===== src/rtl/calc_pkg.sv =====
// Shared definitions for calc_top and its display scanner: digit geometry,
// status codes and 7-segment patterns (bit0=a .. bit6=g, 1 = lit).
package calc_pkg;

    localparam int unsigned NUM_DIGITS = 8;
    localparam int unsigned SEG_W      = 7;
    localparam int unsigned IDX_W      = $clog2(NUM_DIGITS);

    typedef logic [SEG_W-1:0] seg_t;

    localparam logic [1:0] ST_OK   = 2'b00;
    localparam logic [1:0] ST_BUSY = 2'b01;
    localparam logic [1:0] ST_ERR  = 2'b10;

    localparam seg_t SEG_OFF   = 7'h00;
    localparam seg_t SEG_0     = 7'h3F;
    localparam seg_t SEG_1     = 7'h06;
    localparam seg_t SEG_2     = 7'h5B;
    localparam seg_t SEG_3     = 7'h4F;
    localparam seg_t SEG_4     = 7'h66;
    localparam seg_t SEG_5     = 7'h6D;
    localparam seg_t SEG_6     = 7'h7D;
    localparam seg_t SEG_7     = 7'h07;
    localparam seg_t SEG_8     = 7'h7F;
    localparam seg_t SEG_9     = 7'h6F;
    localparam seg_t SEG_MINUS = 7'h40;
    localparam seg_t SEG_E     = 7'h79;

endpackage


===== src/rtl/calc_scan_timer.sv =====
// Digit-slot timing for the display scanner: per-slot tick, digit index and
// the frame_start strobe (also raised once right after reset release).
module calc_scan_timer
    import calc_pkg::*;
#(
    parameter int unsigned DIGIT_CYCLES = 1000,
    localparam int unsigned TickW = $clog2(DIGIT_CYCLES)
) (
    input  logic             clock,
    input  logic             reset,
    output logic [TickW-1:0] tick_o,
    output logic [IDX_W-1:0] idx_o,
    output logic             frame_start_o
);

    logic [TickW-1:0] tick_q, tick_d;
    logic [IDX_W-1:0] idx_q, idx_d;
    logic             load_pending_q;
    logic             tick_wrap;

    always_comb begin
        tick_wrap = (tick_q == TickW'(DIGIT_CYCLES - 1));
        tick_d    = tick_wrap ? '0 : tick_q + 1'b1;
        // idx is exactly IDX_W bits wide, so 7 -> 0 wraps for free
        idx_d     = tick_wrap ? idx_q + 1'b1 : idx_q;
        frame_start_o = load_pending_q
                      | (tick_wrap & (idx_q == IDX_W'(NUM_DIGITS - 1)));
    end

    always_ff @(posedge clock) begin
        if (reset) begin
            tick_q         <= '0;
            idx_q          <= '0;
            load_pending_q <= 1'b1;
        end else begin
            tick_q         <= tick_d;
            idx_q          <= idx_d;
            load_pending_q <= 1'b0;
        end
    end

    assign tick_o = tick_q;
    assign idx_o  = idx_q;

endmodule


===== src/rtl/calc_display_scan.sv =====
// Time-multiplexed 8-digit common-anode driver: per-frame snapshot of the
// digit patterns, guard blanking between slots and error blinking.
module calc_display_scan
    import calc_pkg::*;
#(
    parameter int unsigned DIGIT_CYCLES = 1000,
    parameter int unsigned GUARD_CYCLES = 1,
    parameter int unsigned BLINK_FRAMES = 64
) (
    input  logic                  clock,
    input  logic                  reset,
    input  seg_t [NUM_DIGITS-1:0] displays,
    input  logic [1:0]            status,
    output logic [NUM_DIGITS-1:0] an,
    output seg_t                  seg,
    output logic                  frame_sync
);

    localparam int unsigned TickW  = $clog2(DIGIT_CYCLES);
    localparam int unsigned BlinkW = $clog2(BLINK_FRAMES) + 1;

    logic [TickW-1:0]  tick;
    logic [IDX_W-1:0]  idx;
    logic              frame_start;

    seg_t [NUM_DIGITS-1:0] shadow_q, shadow_d;
    logic                  err_q, err_d;
    logic [BlinkW-1:0]     blink_cnt_q, blink_cnt_d;
    logic                  blink_on_q, blink_on_d;
    logic [NUM_DIGITS-1:0] an_q, an_d;
    seg_t                  seg_q, seg_d;
    logic                  frame_sync_q, frame_sync_d;
    seg_t                  cur;
    logic                  blank;

    calc_scan_timer #(
        .DIGIT_CYCLES (DIGIT_CYCLES)
    ) u_timer (
        .clock         (clock),
        .reset         (reset),
        .tick_o        (tick),
        .idx_o         (idx),
        .frame_start_o (frame_start)
    );

    always_comb begin
        shadow_d    = shadow_q;
        err_d       = err_q;
        blink_cnt_d = blink_cnt_q;
        blink_on_d  = blink_on_q;
        if (frame_start) begin
            shadow_d = displays;
            err_d    = (status == ST_ERR);
            // The first error frame restarts the blink phase lit
            if (!err_d || !err_q) begin
                blink_cnt_d = '0;
                blink_on_d  = 1'b1;
            end else if (blink_cnt_q == BlinkW'(BLINK_FRAMES - 1)) begin
                blink_cnt_d = '0;
                blink_on_d  = ~blink_on_q;
            end else begin
                blink_cnt_d = blink_cnt_q + 1'b1;
            end
        end
    end

    always_comb begin
        cur   = shadow_q[idx];
        blank = (tick < TickW'(GUARD_CYCLES)) | (err_q & ~blink_on_q) | (cur == SEG_OFF);
        an_d  = blank ? '1 : ~(NUM_DIGITS'(1) << idx);
        seg_d = blank ? '1 : ~cur;
        frame_sync_d = (idx == '0) && (tick == '0);
    end

    always_ff @(posedge clock) begin
        if (reset) begin
            shadow_q     <= '0;
            err_q        <= 1'b0;
            blink_cnt_q  <= '0;
            blink_on_q   <= 1'b1;
            an_q         <= '1;
            seg_q        <= '1;
            frame_sync_q <= 1'b0;
        end else begin
            shadow_q     <= shadow_d;
            err_q        <= err_d;
            blink_cnt_q  <= blink_cnt_d;
            blink_on_q   <= blink_on_d;
            an_q         <= an_d;
            seg_q        <= seg_d;
            frame_sync_q <= frame_sync_d;
        end
    end

    assign an         = an_q;
    assign seg        = seg_q;
    assign frame_sync = frame_sync_q;

endmodule

===== config.mk =====
export PLATFORM = sky130hd
export DESIGN_NAME = calc_display_scan
export DESIGN_NICKNAME = d
export VERILOG_FILES = /design/src/rtl/calc_pkg.sv /design/src/rtl/calc_scan_timer.sv /design/src/rtl/calc_display_scan.sv
export SDC_FILE = /design/constraint.sdc
export NUM_CORES = 1
export LEC_CHECK = 0
export CORE_MARGIN = 10
export CORE_UTILIZATION = 50
export DETAILED_ROUTE_END_ITERATION = 8
export PLACE_DENSITY = 0.74
export RECOVER_POWER = 25
export SYNTH_ARGS = -nofsm -noshare
export SYNTH_HDL_FRONTEND = slang
export SYNTH_SLANG_ARGS = --single-unit

===== constraint.sdc =====
create_clock -name clock -period 2.14 [get_ports clock]
set_clock_uncertainty 0.2 [all_clocks]
set_input_delay 0.428 -clock clock [delete_from_list [all_inputs] [get_ports clock]]
set_output_delay 0.428 -clock clock [all_outputs]
set_load 0.1 [all_outputs]

[After elaboration in Yosys (flattened, before gate mapping)]
Cells that the tools add are included.
Word-level totals
  word-level logic and storage cells: 53
  register bits after elaboration: 95
  input port bits: 60
  output and inout port bits: 16
Cells by class
  muxes and demuxes: 7
  add/subtract/negate cells: 3
  reduce and logical (&&, ||, !) cells: 11
  bitwise gates (word level): 8
  magnitude comparators: 2
  shifts and indexed selects: 1
  eq/ne operators: 4
Operators with widths (count)
  binary-select mux 7 bit (select 3 bit): 1
  2-to-1 mux 7 bit: 3
  adder 10 x 1 -> 10 bit, second input constant: 1
  equality test 10 bit, second input constant: 1
  logical NOT 10 bit: 1
  less-than comparator 10 x 1 -> 1 bit, second input constant: 1
  inverter 8 bit: 1
  << shifter 1 x 3 -> 8 bit, first input constant: 1
  adder 7 x 1 -> 7 bit, second input constant: 1
  equality test 7 x 6 -> 1 bit, second input constant: 1
  logical NOT 7 bit: 1
  inverter 7 bit: 1
  less-than comparator 3 x 4 -> 1 bit, second input constant: 1
  OR reduction 2 bit: 2
  adder 3 x 1 -> 3 bit, second input constant: 1
  equality test 3 bit, second input constant: 1
  logical NOT 3 bit: 1
  2-to-1 mux 1 bit: 3
  bitwise OR 1 bit: 3
  bitwise AND 1 bit: 2
  equality test 2 bit, second input constant: 1
  logical NOT 1 bit: 2
  AND reduction 2 bit: 1
  nonzero test 2 bit: 1
  other kinds (3): 3

[Logic depth before layout (Yosys ltp)]
Gate-level depths: netlist of the first run.
  depth after elaboration: 5
  gate-level depth with buffers: 7
  gate-level depth less buffers: 5

[By module]
From an unflattened synthesis of the first run, not the netlist that was laid out.
Second synthesis, totals
  cells, all modules: 402
  area, all modules: 4075.2 um^2
Modules (own cells, without submodules)
  calc_display_scan: cells an instance 335, sequential area each 1621.6 um^2, area an instance 3445.8 um^2, times used 1
  calc_scan_timer: cells an instance 67, sequential area each 280.3 um^2, area an instance 629.4 um^2, times used 1

[Least setup slack after synthesis of the first run]
OpenSTA, ideal clock, no wires.
  path kind: flip-flop to flip-flop
  start: register u_timer.idx_q[1], in the netlist u_timer.idx_o[1]
  end: register an_q[0], in the netlist an[0]
  buffers on the path: 2
  required time: 1.857 ns
  clock period less this slack: 1.982 ns
  data arrival time: 1.699 ns
  library setup time: 0.083 ns
  stages on the path, launching flop included: 7
  setup slack: 0.158 ns
  cells stage by stage: dfxtp_1 buf_2 buf_2 mux4_2 mux2i_1 o2111ai_1 o2111ai_1
Between the ends
  cells in the longest elaborated chain, start to end: 5
  elaborated cells between the ends (all ways): 7
  those cells by class: shift (1); mux (2); bitwise (2); reduce/logical (2)
Ends and longest elaborated chain
  start, declared: RTL line calc_scan_timer.sv:17  | logic [IDX_W-1:0] idx_q, idx_d;
  start signal, assigned: RTL line calc_scan_timer.sv:37  | idx_q <= idx_d;
  binary-select mux 7 bit (select 3 bit): RTL line calc_display_scan.sv:68  | cur = shadow_q[idx];
  2-to-1 mux 7 bit (not written as such): RTL line calc_display_scan.sv:68
  logical NOT 7 bit: RTL line calc_display_scan.sv:69  | blank = (tick < TickW'(GUARD_CYCLES)) | (err_q & ~blink_on_q) | (cur == SEG_OFF);
  bitwise OR 1 bit: RTL line calc_display_scan.sv:69
  OR reduction 2 bit (no source line)
  end signal, assigned: RTL line calc_display_scan.sv:89  | an_q <= an_d;
  end, declared: RTL line calc_display_scan.sv:30  | logic [NUM_DIGITS-1:0] an_q, an_d;
Several ways; a longest one is shown, not always the timed one. The select of a mux whose other input is x is not followed.
A chain may end at the register's enable or synchronous reset.

[Final worst setup path of the first run]
  start: register u_timer.idx_q[1], in the netlist u_timer.idx_o[1]
  end: register an_q[5], in the netlist an[5]
Same word-level chain as after synthesis.

==> impl_metrics.json, run 1 <==
{
  "vias": 3370,
  "start_util_pct": 51.1,
  "numClockSinks": 95,
  "synthCells": 436,
  "arrival_ns": 2.15,
  "powerDensity_mw_per_mm2": 679,
  "ir_drop_mv": 0.364,
  "cap_violations": 0,
  "yosys_register_bits": 95,
  "ys_types": 46,
  "p_sw_share_pct": 25.8,
  "max_freq_mhz": 482,
  "drtAntennaViolNets": 0,
  "n_antenna_cell": 0,
  "ys_seq_area_share_pct": 48.1,
  "drt-total-wl_um": 9860,
  "gp_congestion": 0.805,
  "cts_buffers": 9,
  "worst_pin_slew_ns": 0.995,
  "intPower_uw": 2590,
  "cts_max_level": 3,
  "worstSkewPairLatency_ns": 0.36,
  "syn_area_per_cell_um2": 9.07,
  "clockPowerShare_pct": 33.4,
  "power_leakage_uw": 0.00197,
  "p_switching_uw": 899,
  "relSlewSlack_pct": 33.7,
  "num-nets-final": 589,
  "grt_pass1_wl_um": 15400,
  "via_per_inst": 5.39,
  "drc": 0,
  "final.setup.worst_slack_ns": 0.0663,
  "synth_flop_cell": "dfxtp_1",
  "area_growth_pct": 29.9,
  "num_rows": 32,
  "die_h_um": 109,
  "grt_use_total_pct": 16.1,
  "synthArstFlopShare_pct": 0,
  "numPortBuffers": 75,
  "place_hpwl_um": 7070,
  "synthesis.area_mm2": 0.00395,
  "drtIter0Drc": 192,
  "drive_gt1_share_pct": 15.9,
  "startpoint_type": "flop",
  "fin_crit_sh_pct": 96.9,
  "grt_max_degree": 49,
  "path_clk_slew_ns": 0.09,
  "cts-hold-fix-buffers": 0,
  "slew_violations": 0,
  "post_drt_wl_per_cell_um": 15.8,
  "first_pass_iters": 4,
  "total_power_uw": 3490,
  "seq_power_share_pct": 54.0,
  "root_buffer": "clkbuf_8",
  "worst-setup-path-type": "flop to flop",
  "rsz0062_at_grt": "yes",
  "required_ns": 2.21,
  "cp_max_fo": 19,
  "power_frac_comb_pct": 12.6,
  "grt-ovfl-total": 0,
  "layout_min_cycle_time_ns": 2.07,
  "status": "complete, no violations",
  "antenna_found_initial": 0,
  "die_area_mm2": 0.0119,
  "clk_path_buf_depth": 2,
  "core-area_mm2": 0.00773,
  "synth_nets": 506,
  "synth_edf_count": 0,
  "setup_viol": 0,
  "ios": 76,
  "grt_pass1_vias": 3211,
  "preCtsSetupSlack_ns": 0.0265,
  "chipWidth_um": 109,
  "final_hold_viol_count": 0,
  "tns_ns": 0,
  "cts_tree": "yes",
  "yosys_warnings": 0,
  "end_kind": "flop",
  "hold_class": "flop to flop"
}
[cells in the final DEF (no fill, tap or decap), drive strengths merged, types with 3 or more instances in the layout]
| cell type | count |
|---|---|
| nor4 | 3 |
| nand2 | 121 |
| dfxtp | 95 |
| o2111ai | 7 |
| a21oi | 62 |
| a211oi | 3 |
| xnor2 | 6 |
| clkbuf | 28 |
| buf | 25 |
| xor2 | 4 |
| mux2i | 9 |
| and3 | 3 |
| ha | 10 |
| or3 | 3 |
| nor2 | 14 |
| mux4 | 12 |
| clkinv | 4 |
| inv | 9 |
| clkdlybuf4s50 | 58 |
| nand2b | 8 |
| nand3 | 8 |
[critical path, cell delays in order, from the launching register on]
cell,delay [ns]
dfxtp_1,0.43
buf_12,0.20
mux2_1,0.35
o22ai_1,0.26
o2111ai_1,0.17
buf_4,0.18
o2111ai_1,0.20
[cell type report]
| cell class | count | area (µm²) |
|---|---|---|
| flip-flops and latches | 95 | 1910 |
| repair buffers | 102 | 952 |
| well taps | 102 | 128 |
| clock inverters | 6 | 70.1 |
| clock buffers | 9 | 124 |
| fillers | 635 | 2590 |
| inverters | 8 | 30.0 |
| multi-input cells | 303 | 1920 |
[cell families after synthesis]
logic type               count (synthesis)  share of synthesized area, %
AO/OA/AOI/OAI                           84                          12.5
XOR/XNOR                                10                          2.22
adder cells (fa/ha/maj)                 10                          3.17
buffers and inverters                   38                          4.56
flip-flops                              95                          48.1
multiplexers                            23                          9.69
AND/OR/NAND/NOR                        176                          19.7
[worst paths after layout]
check	start	slack (ns)	depth (start not counted)	endpoint
setup / recovery	u_timer.idx_o[1]$_SDFFE_PP0P_	0.07	6	an[5]$_SDFF_PP1_
hold / removal	shadow_q[27]$_SDFFE_PP0P_	0.25	2	shadow_q[27]$_SDFFE_PP0P_
setup reg to reg	u_timer.idx_o[1]$_SDFFE_PP0P_	0.07	6	an[5]$_SDFF_PP1_
hold reg to reg	shadow_q[27]$_SDFFE_PP0P_	0.25	2	shadow_q[27]$_SDFFE_PP0P_
[power groups by stage]
stage | Combinational [µW] | Sequential, µW | Clock, µW
3_3_place_gp | 420 | 1920 | 0
2_1_floorplan | 182 | 1970 | 0
4_1_cts | 432 | 1880 | 1190
5_1_grt | 473 | 1890 | 1250
6_report | 438 | 1880 | 1170
3_5_place_dp | 429 | 1920 | 0
[metal layers]
layer | track usage, % | vias to the layer above | part of all wire [%]
met3 | 4.48 | 17 | 7.6
li1 | - | 1658 | -
met4 | 6.97 | 0 | 1.9
met1 | 21.1 | 1585 | 45
met2 | 24.4 | 110 | 46
met5 | 0 | - | 0
[per-stage QoR]
stage / utilization (%) / hold WS, ns / cell area (µm²) / cells
finish: 66.4 / 0.255 / 5130 / 625
global route: 66.4 / 0.270 / 5130 / 625
CTS: 65.5 / 0.242 / 5060 / 621
detailed placement: 62.9 / 0.244 / 4860 / 606
global placement: 62.9 / 0.234 / 4860 / 606
floorplan: - / 0.226 / 3950 / 436
[cells in the mapped netlist, types with 3 or more instances]
cell       count  area (µm²)
dfxtp_1       95        1900
xnor2_1        6        52.6
a211oi_1       3        22.5
nand2b_1       8        50.1
or3_1          3        18.8
buf_6          3        33.8
nor4_1         3        18.8
nor2_1        14        52.6
clkbuf_1      15        56.3
o2111ai_1      7        61.3
ha_1          10         125
buf_2         12        60.1
mux4_2        12         270
and3_1         3        18.8
a21oi_1       62         310
mux2i_1        9        90.1
nand3_1        7        35.0
inv_1          7        26.3
nand2_1      121         454
xor2_1         4        35.0
[flip-flops by register name, indices dropped and copies added (netlist names)]
register / count
u_timer.idx_o: 3
frame_sync: 1
an: 8
u_timer.tick_o: 10
blink_cnt_q: 7
u_timer.load_pending_q: 1
blink_on_q: 1
err_q: 1
seg: 7
shadow_q: 56
[timing repair]
action	CTS	global route
endpoints found under the setup margin	3	63
pin swaps	0	1
buffers inserted	0	2
gates resized for setup	2	13
gates cloned	0	2
No activity file was read; power rests on OpenSTA's default activity.
==> run 2, diff against run 1 <==
- CORE_MARGIN: 10 -> 2
==> run 2 against run 1 <==
Compared with the run above: global-route usage is 4.2 points higher; first-iteration DRC count is 21% lower; highest routed layer unchanged; sequential share of layout area is 0.55 points higher; die area is 27% lower; routed wire length is 8.8% lower; critical endpoint is now an[1]$_SDFF_PP1_; via count is 1.8% lower.
==> impl_metrics.json, run 2 (synthesis results as in run 1) <==
{
  "status": "complete, no violations",
  "grt_max_degree": 50,
  "worst_pin_slew_ns": 0.960,
  "drc": 0,
  "cts_tree": "yes",
  "drtIter0Drc": 152,
  "relSlewSlack_pct": 36.0,
  "fin_crit_sh_pct": 96.6,
  "p_switching_uw": 900,
  "power_leakage_uw": 0.00195,
  "die_h_um": 92.9,
  "num_rows": 32,
  "numPortBuffers": 75,
  "post_drt_wl_per_cell_um": 14.5,
  "clk_path_buf_depth": 2,
  "final_common_cell": "nand2_1",
  "final_cell_mix": "121 x nand2_1, 92 x dfxtp_1, 62 x a21oi_1",
  "vias": 3309,
  "num-nets-final": 583,
  "clockPowerShare_pct": 36.0,
  "rsz0062_at_grt": "no",
  "largest_reg_flops": 56,
  "worstPathCellList": "buf_12, mux4_2, mux2i_1, o2111ai_1, buf_4, o2111ai_1",
  "cap_violations": 0,
  "die_area_mm2": 0.00863,
  "powerDensity_mw_per_mm2": 711,
  "first_pass_iters": 4,
  "hold_class": "input pin to flop",
  "chipWidth_um": 92.9,
  "place_hpwl_um": 6400,
  "power_frac_comb_pct": 11.7,
  "setup_viol": 0,
  "start_util_pct": 51.4,
  "grt_pass1_vias": 2894,
  "grt_pass1_wl_um": 13800,
  "p_sw_share_pct": 25.0,
  "seq_power_share_pct": 52.3,
  "cts-hold-fix-buffers": 0,
  "path_clk_slew_ns": 0.09,
  "numClockSinks": 95,
  "tns_ns": 0,
  "n_antenna_cell": 0,
  "drive_gt1_share_pct": 14.3,
  "whs_ns": 0.129,
  "grt_use_total_pct": 20.3,
  "cts_buffers": 9,
  "antenna_found_initial": 0,
  "regArea_mm2": 0.00191,
  "gp_congestion": 0.807,
  "root_buffer": "clkbuf_8",
  "area_growth_pct": 28.1,
  "final_hold_viol_count": 0,
  "layout_min_cycle_time_ns": 2.07,
  "arrival_ns": 2.13,
  "cp_max_fo": 9,
  "worst-setup-path-type": "flop to flop",
  "cpMaxStageDelayCell": "mux4_2",
  "worstSkewPairLatency_ns": 0.36,
  "drtAntennaViolNets": 0,
  "max_freq_mhz": 484,
  "fillers": 651,
  "startpoint_type": "flop",
  "multi_input_comb_area_mm2": 0.00190,
  "crit_path_frequent_cell": "o2111ai_1",
  "ios": 76,
  "end_kind": "flop",
  "core-area_mm2": 0.00769,
  "top_register": "shadow_q",
  "intPower_uw": 2700,
  "ir_drop_mv": 0.369,
  "cts_max_level": 3,
  "grt-ovfl-total": 0,
  "slew_violations": 0,
  "required_ns": 2.21,
  "via_per_inst": 5.34,
  "drt-total-wl_um": 9000,
  "slowest_delay_ns": 0.51
}
## run 2: cell count changes in the layout (fill, tap and decap cells not counted), sizes merged
cell      delta
clkinvlp     +2
clkinv       -4
inv          +1
clkbuf       +3
bufinv       +1
buf          -8
## run 2: layout make-up
type / count / area share (%)
repair buffers: 96 / 17.4
flip-flops and latches: 95 / 37.7
well taps: 102 / 2.52
clock inverters: 6 / 1.83
clock buffers: 10 / 2.52
inverters: 8 / 0.593
multi-input cells: 303 / 37.5
## run 2: per-stage QoR
| stage | instance area (µm²) | cells | worst slack (ns) | total power [µW] | util [%] |
|---|---|---|---|---|---|
| CTS | 5040 | 618 | 0.00739 | 3610 | 65.5 |
| detailed placement | 4820 | 602 | 0.0307 | 2340 | 62.6 |
| finish | 5060 | 620 | 0.0732 | 3600 | 65.9 |
| floorplan | 3950 | 436 | 0.158 | 2150 | - |
| global placement | 4820 | 602 | 0.114 | 2330 | 62.6 |
| global route | 5060 | 620 | 0.00126 | 3730 | 65.9 |
## run 2: per-layer routing
layer	GRT usage, %	routed length [µm]
met4	6.99	129
met2	30.1	3990
met1	29.7	4370
met5	0	0
met3	3.66	502
## run 2: power by group through the flow
stage	registers (µW)	clock network, µW	logic, µW
5_1_grt	1890	1380	456
2_1_floorplan	1970	0	182
4_1_cts	1880	1310	420
3_5_place_dp	1920	0	419
6_report	1880	1300	422
3_3_place_gp	1920	0	412
## run 2: path summary, 6_finish.rpt
check	startpoint	slack, ns	end	cells after the start
worst max-delay path	u_timer.idx_o[0]$_SDFFE_PP0P_	0.07	an[1]$_SDFF_PP1_	6
worst min-delay path	reset	0.13	u_timer.tick_o[4]$_SDFF_PP0_	2
worst max register to register	u_timer.idx_o[0]$_SDFFE_PP0P_	0.07	an[1]$_SDFF_PP1_	6
worst min register to register	u_timer.tick_o[0]$_SDFF_PP0_	0.23	u_timer.tick_o[0]$_SDFF_PP0_	1
## run 2: timing repair
| action | 4_1_cts | 5_1_grt |
|---|---|---|
| gates resized for setup | 0 | 10 |
| buffers inserted | 0 | 0 |
| endpoints found under the hold margin | 0 | 0 |
| endpoints found under the setup margin | 0 | 51 |
## run 2: critical path, delay by kind of cell, from the launching register on
kind,cells,cell delay (ns)
buffers and inverters,2,0.34
AO/OA/AOI/OAI,2,0.35
multiplexers,2,0.69
flip-flops,1,0.39
==> run 3, diff against run 2 <==
- ABC_CLOCK_PERIOD_IN_PS: default -> 2140
==> results of run 3 <==
Final layout, timing and power as in run 2 (identical DEF).
